[config.mk]
export PLATFORM = sky130hd
export DESIGN_NAME = ov2640_pixel_capture_flat
export DESIGN_NICKNAME = d
export VERILOG_FILES = /design/src/rtl/ov2640_pixel_capture_if.sv /design/src/rtl/ov2640_pixel_capture.sv /design/src/flat_wrapper.sv
export SDC_FILE = /design/constraint.sdc
export NUM_CORES = 1
export LEC_CHECK = 0
export ABC_AREA = 1
export CAP_MARGIN = 20
export CORE_ASPECT_RATIO = 1.4
export CORE_MARGIN = 3
export CORE_UTILIZATION = 25
export CTS_CLUSTER_SIZE = 40
export DETAILED_ROUTE_END_ITERATION = 12
export GPL_TIMING_DRIVEN = 0
export PLACE_DENSITY = 0.49
export SYNTH_ARGS = -nofsm -noshare
export SYNTH_HDL_FRONTEND = slang
export SYNTH_SLANG_ARGS = --single-unit
[constraint.sdc]
create_clock -name PCLK -period 2 [get_ports PCLK]
set_clock_uncertainty 0.1 [all_clocks]
set_input_delay 0.5 -clock PCLK [delete_from_list [all_inputs] [get_ports PCLK]]
set_output_delay 0.5 -clock PCLK [all_outputs]
set_load 0.05 [all_outputs]
[src/rtl/ov2640_pixel_capture_if.sv]
// ov2640_pixel_capture_if
//   Bundles the OV2640 DVP input bus and the assembled pixel stream.
//   Signals:
//     cam_vsync, cam_href, cam_d[7:0]       : raw camera side (driven by the camera / bench)
//     pixel_out[15:0], pixel_valid          : assembled pixel stream
//     VSYNC, frame_done, frame_err          : frame status toward downstream
//   Modports:
//     master : the camera/producer side (drives cam_*, observes results)
//     slave  : the capture block (reads cam_*, drives results)
//   Handshake: pixel_valid is a one-cycle strobe with no back-pressure. pixel_out
//   is meaningful only in a cycle where pixel_valid is 1, and the consumer must
//   take it in that cycle; there is no ready signal and no stalling.
interface ov2640_pixel_capture_if;
  logic        cam_vsync;
  logic        cam_href;
  logic [7:0]  cam_d;
  logic [15:0] pixel_out;
  logic        pixel_valid;
  logic        VSYNC;
  logic        frame_done;
  logic        frame_err;

  modport master (
    output cam_vsync, cam_href, cam_d,
    input  pixel_out, pixel_valid, VSYNC, frame_done, frame_err
  );

  modport slave (
    input  cam_vsync, cam_href, cam_d,
    output pixel_out, pixel_valid, VSYNC, frame_done, frame_err
  );
endinterface

[src/rtl/ov2640_pixel_capture.sv]
// ov2640_pixel_capture
//   Front end of the camera pipeline. Samples the OV2640 8-bit DVP bus on PCLK,
//   pairs bytes into 16-bit pixels (first byte -> [15:8]), emits a pixel_valid
//   strobe and a registered active-frame VSYNC, and checks frame geometry.
//   Capture only begins on a clean blank->active boundary after reset.
//   Ports:
//     PCLK    : camera pixel clock, all logic on posedge
//     rst     : asynchronous active-high reset
//     bus     : ov2640_pixel_capture_if.slave (camera inputs, pixel/status outputs)
//     state_o : current FSM state (0=SYNC, 1=BLANK, 2=ACTIVE) for observation
module ov2640_pixel_capture #(
  parameter int CAM_WIDTH  = 640,
  parameter int CAM_HEIGHT = 480,
  parameter bit VSYNC_POL  = 1'b1
) (
  input  logic                         PCLK,
  input  logic                         rst,
  ov2640_pixel_capture_if.slave        bus,
  output logic [1:0]                   state_o
);

  localparam int PW = $clog2(CAM_WIDTH + 2);
  localparam int LW = $clog2(CAM_HEIGHT + 2);

  localparam logic [PW-1:0] PIX_FULL = PW'(CAM_WIDTH);
  localparam logic [PW-1:0] PIX_MAX  = PW'(CAM_WIDTH + 1);
  localparam logic [LW-1:0] LINE_FULL = LW'(CAM_HEIGHT);
  localparam logic [LW-1:0] LINE_MAX  = LW'(CAM_HEIGHT + 1);

  typedef enum logic [1:0] {
    SYNC   = 2'd0,
    BLANK  = 2'd1,
    ACTIVE = 2'd2
  } state_t;

  state_t          state_q, state_d;
  logic            phase_q, phase_d;
  logic [7:0]      hi_q, hi_d;
  logic            href_q, href_d;
  logic [15:0]     pix_q, pix_d;
  logic            pv_q, pv_d;
  logic            done_q, done_d;
  logic            err_q, err_d;
  logic [PW-1:0]   pix_cnt_q, pix_cnt_d;
  logic [LW-1:0]   line_cnt_q, line_cnt_d;

  logic vs_blank;
  assign vs_blank = (bus.cam_vsync == VSYNC_POL);

  always_ff @(posedge PCLK or posedge rst) begin
    if (rst) begin
      state_q    <= SYNC;
      phase_q    <= 1'b0;
      hi_q       <= 8'h00;
      href_q     <= 1'b0;
      pix_q      <= 16'h0000;
      pv_q       <= 1'b0;
      done_q     <= 1'b0;
      err_q      <= 1'b0;
      pix_cnt_q  <= '0;
      line_cnt_q <= '0;
    end else begin
      state_q    <= state_d;
      phase_q    <= phase_d;
      hi_q       <= hi_d;
      href_q     <= href_d;
      pix_q      <= pix_d;
      pv_q       <= pv_d;
      done_q     <= done_d;
      err_q      <= err_d;
      pix_cnt_q  <= pix_cnt_d;
      line_cnt_q <= line_cnt_d;
    end
  end

  always_comb begin
    state_d    = state_q;
    phase_d    = phase_q;
    hi_d       = hi_q;
    href_d     = 1'b0;
    pix_d      = pix_q;
    pv_d       = 1'b0;
    done_d     = 1'b0;
    err_d      = err_q;
    pix_cnt_d  = pix_cnt_q;
    line_cnt_d = line_cnt_q;

    case (state_q)
      // Wait for a blanking interval so capture never starts mid-frame.
      SYNC: begin
        if (vs_blank) state_d = BLANK;
      end

      BLANK: begin
        if (!vs_blank) begin
          state_d    = ACTIVE;
          line_cnt_d = '0;
          pix_cnt_d  = '0;
          err_d      = 1'b0;
          phase_d    = 1'b0;
        end
      end

      ACTIVE: begin
        href_d = bus.cam_href;

        // Bytes arriving together with vs_blank are not captured, so no
        // pixel_valid can land in a cycle where VSYNC is already low.
        if (bus.cam_href && !vs_blank) begin
          if (!phase_q) begin
            hi_d    = bus.cam_d;
            phase_d = 1'b1;
          end else begin
            pix_d   = {hi_q, bus.cam_d};
            pv_d    = 1'b1;
            phase_d = 1'b0;
            if (pix_cnt_q != PIX_MAX) pix_cnt_d = pix_cnt_q + 1'b1;
          end
        end else if (!bus.cam_href) begin
          phase_d = 1'b0;
          // href falling edge closes the line and checks its length.
          if (href_q) begin
            if (line_cnt_q != LINE_MAX) line_cnt_d = line_cnt_q + 1'b1;
            if (phase_q || (pix_cnt_q != PIX_FULL)) err_d = 1'b1;
            pix_cnt_d = '0;
          end
        end

        // End-of-frame check uses the line count and error flag after any
        // line closed on this same edge.
        if (vs_blank) begin
          state_d = BLANK;
          href_d  = 1'b0;
          phase_d = 1'b0;
          if (bus.cam_href) begin
            err_d = 1'b1;
          end else if (line_cnt_d != LINE_FULL) begin
            err_d = 1'b1;
          end else if (!err_d) begin
            done_d = 1'b1;
          end
        end
      end

      default: begin
        state_d = SYNC;
      end
    endcase
  end

  assign bus.pixel_out   = pix_q;
  assign bus.pixel_valid = pv_q;
  assign bus.VSYNC       = (state_q == ACTIVE);
  assign bus.frame_done  = done_q;
  assign bus.frame_err   = err_q;
  assign state_o         = state_q;

endmodule

[src/flat_wrapper.sv]
// flat-port wrapper written by rule: the top's interface ports become plain ports
module ov2640_pixel_capture_flat 
#(
  parameter int CAM_WIDTH  = 640,
  parameter int CAM_HEIGHT = 480,
  parameter bit VSYNC_POL  = 1'b1
)
  (PCLK, rst, state_o, bus_cam_vsync, bus_cam_href, bus_cam_d, bus_pixel_out, bus_pixel_valid, bus_VSYNC, bus_frame_done, bus_frame_err);
  ov2640_pixel_capture_if bus_i ();
  input  logic PCLK;
  input  logic rst;
  output logic [1:0] state_o;
  input wire logic [$bits(bus_i.cam_vsync)-1:0] bus_cam_vsync;
  input wire logic [$bits(bus_i.cam_href)-1:0] bus_cam_href;
  input wire logic [$bits(bus_i.cam_d)-1:0] bus_cam_d;
  output wire logic [$bits(bus_i.pixel_out)-1:0] bus_pixel_out;
  output wire logic [$bits(bus_i.pixel_valid)-1:0] bus_pixel_valid;
  output wire logic [$bits(bus_i.VSYNC)-1:0] bus_VSYNC;
  output wire logic [$bits(bus_i.frame_done)-1:0] bus_frame_done;
  output wire logic [$bits(bus_i.frame_err)-1:0] bus_frame_err;
  assign bus_i.cam_vsync = bus_cam_vsync;
  assign bus_i.cam_href = bus_cam_href;
  assign bus_i.cam_d = bus_cam_d;
  assign bus_pixel_out = bus_i.pixel_out;
  assign bus_pixel_valid = bus_i.pixel_valid;
  assign bus_VSYNC = bus_i.VSYNC;
  assign bus_frame_done = bus_i.frame_done;
  assign bus_frame_err = bus_i.frame_err;
  ov2640_pixel_capture #(.CAM_WIDTH(CAM_WIDTH), .CAM_HEIGHT(CAM_HEIGHT), .VSYNC_POL(VSYNC_POL)) u_core (.PCLK(PCLK), .rst(rst), .bus(bus_i), .state_o(state_o));
endmodule
==> results by group <==
Timing
  • Fmax: 519 MHz
  • Pins Over Slew Limit: 0
  • Least-Margin Pin Slew: ~0.7 ns
  • RSZ-0062 raised after global routing: yes
  • Hold Vio Cnt, Final: 0
  • Rel. slew slack: 0.529
  • Final min period: 1.93 ns
  • Final period util: 0.963
  • Fin Setup TNS: 0 ns
  • Count of final setup violators: 0

Hold path
  • HP Class: reg2reg
  • Min-Delay Path Depth: 2
  • Hold path start: u_core.bus.pixel_out[7]

Placed design
  • Placed Area: 0.00326 mm²
  • IO buf count: 33
  • DP HPWL: approximately 5000 µm
  • Final RePlAce weighted congestion: 0.836

Floorplan
  • Row count: 44
  • Initial Util: 0.258
  • Top-Level Pins: 34
  • Die width: 93.9 µm
  • Die footprint: 0.0121 mm²
  • Core outline area: 0.0105 mm²
  • Die Height: 129 µm

Synthesis
  • Yosys cell types: 29
  • Register area share after synthesis: 0.463
  • Gate Count Post-Synth: 346
  • Post-synthesis cell area: about 0.0027 mm²
  • #FFs+latches synth: 50
  • Synth warn: 0
  • Post-Syn Nets: 367
  • Mean area per synthesized cell: 7.81 µm²

Clock network
  • CTS tree: yes
  • Clk slew on worst S/H paths: 0.08 ns
  • CTS Sinks: 50
  • Htree depth: 2
  • Clock Path Buffers: 2
  • Clk_lat worst skew: 0.30 ns
  • Root Buffer: clkbuf_16
  • CTS Buf Count: 5

Worst setup path
  • Crit path capture type: primary output
  • Worst EP arrival: approximately 1.3 ns
  • Required time of the critical path: 1.40 ns
  • Levels on crit path: 3
  • Biggest cell delay along the critical path: 0.43 ns
  • Crit-path max FO: 4
  • Critical path's slowest cell: dfrtp_2
  • Cell family with most CP delay: buffers and inverters
  • Origin of the worst setup path: u_core.state_o[0]
  • Crit Reg-Reg Startpoint: u_core.state_o[0]
  • CP bufs+invs: 2
  • Crit-path cells: inv_2 > ha_4 > clkdlybuf4s15_2
  • Crit Path Category: reg2out
  • Worst setup SP type: register
  • Reg2Reg Depth: 6

Global route
  • Vias in the first global route: 2357
  • Initial antenna violation count: 0
  • GR Util All Layers: 0.117
  • Largest net degree at the start of global routing: 36
  • Grt total ovfl: 0
  • First-pass GRT wire length: 11300 µm

Status
  • Status: completed

Cells and area
  • Final instance area: approximately 0.0035 mm²
  • Fillcell total: 1148
  • Final nets: 415
  • N_diodes: 0
  • Share of layout cells above drive strength 1: 0.154
  • Area Overhead vs Synth: 28.5%

Job
  • Max Cap Viol: 0

Power and ir drop
  • Power per cell area: 1190 mW/mm²
  • Max IR drop VDD: 0.580 mV
  • Static leakage: 1.71 nW

Drt
  • Vias: between 2k and 2.5k
  • Vias per cell: 4.34
  • TritonRoute pass-1 iters: 4
  • Routed Antenna Nets: 0
  • DRT Wirelength: approximately 6700 µm
  • Post-DR wirelength/cell: about 13 µm
  • DRT iter0 DRCs: 120
  • DRC: 0
## report_power, final
part | leakage (nW) | internal, mW | switching (mW) | total (mW)
logic | 0.962 | 0.500 | 1.21 | 1.71
registers | 0.668 | 1.25 | 0.155 | 1.41
clock network | 0.0819 | 0.600 | 0.423 | 1.02
total | 1.71 | 2.35 | 1.79 | 4.14
## per-layer routing
layer	wire length, µm	global-route usage
met2	3560	0.212
met4	134	0.0400
met5	0	0
met3	140	0.0192
met1	2890	0.138
## cells by family after synthesis
group                    count (synthesis)  share of synthesized area
adder cells (fa/ha/maj)                  9                     0.0416
AND/OR/NAND/NOR                        182                      0.293
AO/OA/AOI/OAI                           41                     0.0939
flip-flops                              50                      0.463
buffers and inverters                   57                     0.0856
XOR/XNOR                                 7                     0.0227
## state kept, by name (all words and copies together) (netlist names)
| register | count |
|---|---|
| u_core.phase_q | 1 |
| u_core.bus.frame_done | 1 |
| u_core.state_o | 2 |
| u_core.line_cnt_q | 9 |
| u_core.bus.pixel_out | 16 |
| u_core.bus.frame_err | 1 |
| u_core.hi_q | 8 |
| u_core.pix_cnt_q | 10 |
| u_core.href_q | 1 |
| u_core.bus.pixel_valid | 1 |
## per-stage QoR
stage | std cells | hold WS [ns] | total power [mW] | worst slack, ns | utilization
2_1_floorplan | 346 | 0.349 | 2.67 | 0.00255 | -
3_3_place_gp | 517 | 0.355 | 3.20 | -1.16 | 0.310
3_5_place_dp | 518 | 0.364 | 3.22 | -0.551 | 0.311
4_1_cts | 529 | 0.376 | 4.20 | 0.00740 | 0.328
5_1_grt | 533 | 0.403 | 4.40 | -0.0416 | 0.332
6_report | 533 | 0.375 | 4.14 | 0.0740 | 0.332
## cell usage after synthesis
master	n	area [µm²]
nand3_1	19	95.1
inv_1	40	150
xor2_1	6	52.6
nand3b_1	1	7.51
o21ai_0	7	35.0
a21oi_1	3	15.0
nand2_2	1	6.26
o21ai_1	18	90.1
clkbuf_1	1	3.75
nand4_1	9	56.3
xnor2_1	1	8.76
or2_2	3	18.8
nor2_1	29	109
dfrtp_1	50	1250
buf_2	3	15.0
buf_6	1	11.3
ha_1	9	113
o21ai_2	5	43.8
o311ai_4	1	26.3
o22ai_1	7	43.8
inv_2	10	37.5
nand3_2	1	10.0
nand2_4	1	11.3
inv_4	1	6.26
nor2_2	2	12.5
buf_4	1	7.51
nor3_1	7	35.0
nor2_4	3	33.8
nand2_1	106	398
## timing repair
action	CTS	global route
setup endpoints to repair	57	40
cloned	0	1
buffers inserted	3	3
pin swaps	2	4
hold buffers	0	0
resized for setup	26	6
## path summary, 6_finish.rpt
kind | to | slack [ns]
min reg2reg | u_core.bus.pixel_out[7] | 0.37
max | bus_VSYNC | 0.07
max in group asynchronous | u_core.pix_cnt_q[4] | 0.88
max reg2reg | u_core.line_cnt_q[7] | 0.15
min in group asynchronous | u_core.line_cnt_q[5] | 0.40
min | u_core.bus.pixel_out[7] | 0.37
## cells in the final DEF (no fill, tap or decap), drive strengths merged, types with 3 or more instances in the layout
cell type	count
o21ai	30
dfrtp	50
nand3	20
nor3	7
dlygate4sd2	22
nand2	109
xor2	6
ha	9
clkdlybuf4s50	9
nor2	34
o22ai	7
clkbuf	6
buf	12
nand4	9
a21oi	3
inv	52
or2	3
## cell type report
cell class              instances  area [µm²]  share of cell area
plain buffers                   6        43.8              0.0126
clock buffers                   5         125              0.0360
clock inverters                 3        48.8              0.0140
inverters                      51         196              0.0565
multi-input cells             240        1260               0.363
flip-flops and latches         50        1250               0.361
well taps                     138         173              0.0497
repair buffers                 40         372               0.107
## worst min-delay path, delay by kind of cell, from the launching register on
kind,cells,cell delay [ns]
flip-flops,1,0.34
AND/OR/NAND/NOR,2,0.11
(Power assumes the default switching activity.)
